**config.mk**
```make
export PLATFORM = sky130hd
export DESIGN_NAME = leg_solver_flat
export DESIGN_NICKNAME = d
export VERILOG_FILES = /design/src/rtl/leg_solver_if.sv /design/src/rtl/leg_solver.sv /design/src/flat_wrapper.sv
export SDC_FILE = /design/constraint.sdc
export NUM_CORES = 1
export LEC_CHECK = 0
export ABC_AREA = 0
export CELL_PAD_IN_SITES_DETAIL_PLACEMENT = 0
export CELL_PAD_IN_SITES_GLOBAL_PLACEMENT = 1
export CORE_MARGIN = 3
export CORE_UTILIZATION = 42
export DETAILED_ROUTE_END_ITERATION = 6
export PLACE_DENSITY = 0.73
export SYNTH_ARGS = -nofsm -noshare
export SYNTH_HDL_FRONTEND = slang
export SYNTH_SLANG_ARGS = --single-unit
export TNS_END_PERCENT = 100
```
**constraint.sdc**
```tcl
create_clock -name clk -period 2.1 [get_ports clk]
set_input_delay 0.315 -clock clk [delete_from_list [all_inputs] [get_ports clk]]
set_output_delay 0.315 -clock clk [all_outputs]
set_load 0.005 [all_outputs]
```
**src/rtl/leg_solver_if.sv**
```systemverilog
// leg_solver_if: request/operand and result bus for the leg solver.
interface leg_solver_if #(
  parameter int unsigned W = 8
);
  logic         start;
  logic [W-1:0] r_in;
  logic [W-1:0] x_in;
  logic [W-1:0] y_out;
  logic         busy;
  logic         done;
  logic         err;

  modport master (output start, r_in, x_in, input y_out, busy, done, err);
  modport slave  (input start, r_in, x_in, output y_out, busy, done, err);
endinterface

```
**src/rtl/leg_solver.sv**
```systemverilog
// leg_solver: y = floor(sqrt(r^2 - x^2)) using shift-add squaring followed by
// a bit-serial restoring square root; start/busy/done handshake.
module leg_solver #(
  parameter int unsigned W = 8
) (
  input  logic        clk,
  input  logic        rst,
  leg_solver_if.slave bus
);
  localparam int unsigned W2 = 2 * W;
  localparam int unsigned CW = (W > 1) ? $clog2(W) : 1;
  localparam int unsigned RW = W + 2;  // remainder never exceeds 2*root
  localparam int unsigned TW = W + 4;  // trial operands: remainder plus two new bits

  typedef enum logic [2:0] {IDLE, SQUARE, SUB, ROOT, DONE} state_t;

  state_t        state;
  logic [CW-1:0] step;
  logic [W2-1:0] r_mc, x_mc;   // shifting multiplicands
  logic [W-1:0]  r_mp, x_mp;   // shifting multipliers
  logic [W2-1:0] rsq, xsq;
  logic [W2-1:0] diff;
  logic [W-1:0]  root;
  logic [RW-1:0] rem;
  logic          neg;

  // Restoring-root trial for the next two diff bits
  logic [TW-1:0] trial_a;
  logic [TW-1:0] trial_b;
  logic          trial_ok;
  logic [W-1:0]  root_nxt;

  assign trial_a  = {rem, diff[W2-1 -: 2]};
  assign trial_b  = {2'b00, root, 2'b01};
  assign trial_ok = (trial_a >= trial_b);
  assign root_nxt = {root[W-2:0], trial_ok};

  // Control FSM and iterative datapath
  always_ff @(posedge clk) begin
    if (rst) begin
      state     <= IDLE;
      step      <= '0;
      r_mc      <= '0;
      x_mc      <= '0;
      r_mp      <= '0;
      x_mp      <= '0;
      rsq       <= '0;
      xsq       <= '0;
      diff      <= '0;
      root      <= '0;
      rem       <= '0;
      neg       <= 1'b0;
      bus.y_out <= '0;
      bus.busy  <= 1'b0;
      bus.done  <= 1'b0;
      bus.err   <= 1'b0;
    end else begin
      bus.done <= 1'b0;
      case (state)
        IDLE, DONE: begin
          if (bus.start) begin
            state    <= SQUARE;
            step     <= '0;
            bus.busy <= 1'b1;
            r_mc     <= W2'(bus.r_in);
            x_mc     <= W2'(bus.x_in);
            r_mp     <= bus.r_in;
            x_mp     <= bus.x_in;
            rsq      <= '0;
            xsq      <= '0;
          end else begin
            state <= IDLE;
          end
        end
        SQUARE: begin
          if (r_mp[0]) rsq <= rsq + r_mc;
          if (x_mp[0]) xsq <= xsq + x_mc;
          r_mc <= r_mc << 1;
          x_mc <= x_mc << 1;
          r_mp <= r_mp >> 1;
          x_mp <= x_mp >> 1;
          if (step == CW'(W - 1)) begin
            state <= SUB;
            step  <= '0;
          end else begin
            step <= step + CW'(1);
          end
        end
        SUB: begin
          if (rsq < xsq) begin
            neg  <= 1'b1;
            diff <= '0;
          end else begin
            neg  <= 1'b0;
            diff <= rsq - xsq;
          end
          rem   <= '0;
          root  <= '0;
          step  <= '0;
          state <= ROOT;
        end
        ROOT: begin
          if (trial_ok) rem <= RW'(trial_a - trial_b);
          else          rem <= RW'(trial_a);
          root <= root_nxt;
          diff <= diff << 2;
          if (step == CW'(W - 1)) begin
            state     <= DONE;
            step      <= '0;
            bus.busy  <= 1'b0;
            bus.done  <= 1'b1;
            bus.y_out <= root_nxt;
            bus.err   <= neg;
          end else begin
            step <= step + CW'(1);
          end
        end
        default: begin
          state    <= IDLE;
          step     <= '0;
          bus.busy <= 1'b0;
        end
      endcase
    end
  end
endmodule

```
**src/flat_wrapper.sv**
```systemverilog
// flat-port wrapper written by rule: the top's interface ports become plain ports
module leg_solver_flat 
#(
  parameter int unsigned W = 8
)
  (clk, rst, bus_start, bus_r_in, bus_x_in, bus_y_out, bus_busy, bus_done, bus_err);
  leg_solver_if #(.W(W)) bus_i ();
  input  logic clk;
  input  logic rst;
  input wire logic [$bits(bus_i.start)-1:0] bus_start;
  input wire logic [$bits(bus_i.r_in)-1:0] bus_r_in;
  input wire logic [$bits(bus_i.x_in)-1:0] bus_x_in;
  output wire logic [$bits(bus_i.y_out)-1:0] bus_y_out;
  output wire logic [$bits(bus_i.busy)-1:0] bus_busy;
  output wire logic [$bits(bus_i.done)-1:0] bus_done;
  output wire logic [$bits(bus_i.err)-1:0] bus_err;
  assign bus_i.start = bus_start;
  assign bus_i.r_in = bus_r_in;
  assign bus_i.x_in = bus_x_in;
  assign bus_y_out = bus_i.y_out;
  assign bus_busy = bus_i.busy;
  assign bus_done = bus_i.done;
  assign bus_err = bus_i.err;
  leg_solver #(.W(W)) u_core (.clk(clk), .rst(rst), .bus(bus_i));
endmodule
```
==> out/qor.csv <==
stage,metric,value,unit
clocking,numClockSinks,132,
timing,maxSlewHeadroom,49.6,%
clocking,clk_latency,0.42,ns
layout,final_util,58.2,%
floorplan,rows,48,
critical_path,path_max_fanout,2,
timing,hold_viol,0,
layout,regArea,0.00267,sq mm
layout,multi_input_comb_area,0.00511,sq mm
pwr,leakage,4.13,nW
clocking,cts_made_buffers,17,
logic_synthesis,synth_common_cells,"dfxtp_1 (132), nor2_1 (108), nand2_1 (105)",
clocking,htree_levels,4,
logic_synthesis,synthAdderAreaFrac,10.6,%
status,run_status,"finished, violations left",
clocking,cts-root-buf,clkbuf_16,
global_routing,grt_overflow,0,
logic_synthesis,synth_xor_area_share,5.14,%
logic_synthesis,synth.avg_cell_area,8.22,sq um
logic_synthesis,synth_seq_cells,132,
layout,num-fill-cells,1565,
logic_synthesis,yosysWarnings,0,
route,first_pass_iters,5,
logic_synthesis,synth-async-reset-ratio,0,%
logic_synthesis,syn-num-nets,994,
logic_synthesis,synthMuxAreaShare,1.50,%
route,drtIter0Drc,268,
logic_synthesis,synthesis.area,0.00750,sq mm
floorplan,initial_core_util,43.1,%
clocking,ctsHoldBuffers,0,
global_routing,grt_max_degree,39,
logic_synthesis,yosysSeqAreaShare,35.2,%
layout,final_cells,1284,
route,wl_per_cell,16.1,um
logic_synthesis,ys_top_cells_by_area,"dfxtp_1 (35%), ha_1 (9.8%), nor2_1 (5.4%)",
critical_path,startpoint_type,register,
logic_synthesis,yosysTopAreaCell,dfxtp_1,
placed_design,dp_hpwl,14.8,mm
timing,setup-violations-final,15,
placed_design,place_inst,1232,
global_routing,grt_first_pass_wirelength,33.7,mm
layout,layout-drive-gt1-share,26.7,%
floorplan,core_area,0.0174,sq mm
logic_synthesis,synth-simple-area-share,19.1,%
layout,nets,1127,
job,drv_cap,0,
hold_path,hp-class,input port to register,
timing,worstMarginPinSlew,0.753,ns
floorplan,pin_count,30,
clocking,path_clk_slew,0.05,ns
global_routing,antenna_found_initial,0,
critical_path,worst_setup_path_end_kind,register,
route,antenna_left,0,
clocking,cts_tree,built,
logic_synthesis,synth_edf_count,0,
critical_path,critPathKind,register to register,
global_routing,grt_pass1_vias,6980,
route,routed_wirelength,20.7,mm
timing,rsz0062_at_grt,yes,
critical_path,crit_arrival,2.54,ns
pwr,p_per_area,597,mW/mm^2
route,vias_per_cell,5.46,
timing,period_minus_slack,2.24,ns
global_routing,grt_use_total,21.0,%
placed_design,port_buffers,29,
timing,setup-tns-final,-0.857,ns
route,drc,0,
logic_synthesis,synth_top_area_share,35.2,%
timing,fin_worst_skew,0.0132,ns
logic_synthesis,synth_compound_area_share,23.7,%
route,num_vias,7007,
logic_synthesis,synth_cells,913,
clocking,cts_buffer_depth,2,
placed_design,dpl_worst_slack,-0.170,ns
logic_synthesis,synth_top_family_by_area,compound AO/OA/AOI/OAI gates,
placed_design,gp_congestion,0.906,
timing,maxSlewViolCount,0,
logic_synthesis,yosysMostFrequentCell,dfxtp_1,
critical_path,cp.required,2.40,ns
floorplan,die_h,140,um
floorplan,die_width,140,um
timing,setup_ws,-0.137,ns
timing,fin_crit_sh,107,%
logic_synthesis,synth-main-ff-cell,dfxtp_1,
status,violations,setup timing,
logic_synthesis,synth_cell_type_count,74,
floorplan,die-area,0.0195,sq mm
layout,syn_to_final_growth,35.1,%
pwr,ir_worst_vdd,0.470,mV
timing,fmax,447,MHz
layout,n_antenna_cell,0,
## layout by cell type (no fill, tap or decap), drive strengths merged, types with 5 or more instances in the layout
cell	instances
inv	43
nand2	106
a22o	7
clkinv	5
nand2b	10
clkdlybuf4s50	28
o2bb2ai	5
a31oi	18
a221oi	26
xor2	18
clkbuf	24
a22oi	27
dfxtp	132
a211oi	8
nor3	14
a21o	13
buf	129
nor2b	8
mux2i	9
nor2	108
o21ai	35
ha	59
and3	7
and2	14
xnor2	26
a21oi	79
nand3	34
o21a	11
## layout make-up
class / instances / share of cell area [%]
Multi-Input combinational cell: 695 / 50.5
Sequential cell: 132 / 26.3
Timing Repair Buffer: 157 / 13.1
Clock buffer: 24 / 4.95
Tap cell: 225 / 2.78
Inverter: 43 / 1.62
Clock inverter: 8 / 0.729
## routing by layer
layer	track usage, %	routed length (um)	part of all wire (%)	up-vias
met5	0	0	0	-
met4	7.50	433	2.1	0
met3	3.99	661	3.2	28
li1	-	-	-	3534
met1	25.9	9230	45	3319
met2	36.6	10300	50	126
## critical path, cell delays in order, from the launching register on
cell and delay (ns):
dfxtp_2 0.34, buf_6 0.10, ha_4 0.14, inv_2 0.04, fa_2 0.38, nor2b_4 0.16, o31a_1 0.16, o22a_1 0.16
nand4_1 0.16, a22oi_2 0.20, xnor2_1 0.09, a22o_1 0.20
## registers in the layout, summed over array words and instances, names as in the netlist
register / cells
u_core.bus.done: 1
u_core.rsq: 16
u_core.root: 8
u_core.xsq: 16
u_core.state: 3
u_core.neg: 1
u_core.r_mp: 8
u_core.rem: 10
u_core.x_mc: 16
u_core.x_mp: 8
u_core.r_mc: 16
u_core.bus.y_out: 8
u_core.diff: 16
u_core.step: 3
u_core.bus.err: 1
u_core.bus.busy: 1
## repair_timing
item,CTS,global route
pin swaps,47,30
setup endpoints to repair,35,42
buffers inserted,8,11
resized for setup,64,74
gates cloned,1,0
## through the flow
step,hold WS [ns],cell area [sq um],total power [mW]
after floorplan,0.421,7550,2.96
after CTS,0.306,9700,6.09
after global routing,0.330,10100,6.31
after global placement,0.437,8800,3.18
final,0.335,10100,6.05
after detailed placement,0.440,8800,3.19
## power breakdown
part	total [mW]	switching, mW	leakage [nW]	internal, mW
Sequential	2.60	0.0419	1.08	2.56
Clock	2.86	1.09	0.282	1.78
Combinational	0.583	0.320	2.77	0.263
Total	6.05	1.45	4.13	4.60
## path summary, 6_finish.rpt
path | from | to | slack, ns | depth (start not counted)
min reg2reg | u_core.neg$_SDFFE_PP0N_ | u_core.bus.err$_SDFFE_PP0P_ | 0.45 | 2
max reg2reg | u_core.rsq[0]$_SDFFE_PP0P_ | u_core.rsq[14]$_SDFFE_PP0P_ | -0.14 | 11
min | rst | u_core.state[0]$_SDFFE_PP0P_ | 0.33 | 2
max | u_core.rsq[0]$_SDFFE_PP0P_ | u_core.rsq[14]$_SDFFE_PP0P_ | -0.14 | 11
## kinds of logic (layout without fill, tap and decap cells)
group	Yosys count	after routing
fa+ha+maj	62	62
compound gates	258	259
xor+xnor	44	44
mux	11	11
buf+inv	87	232
flops	132	132
simple gates	319	319
Note: power is estimated with default switching activity, not from simulation.
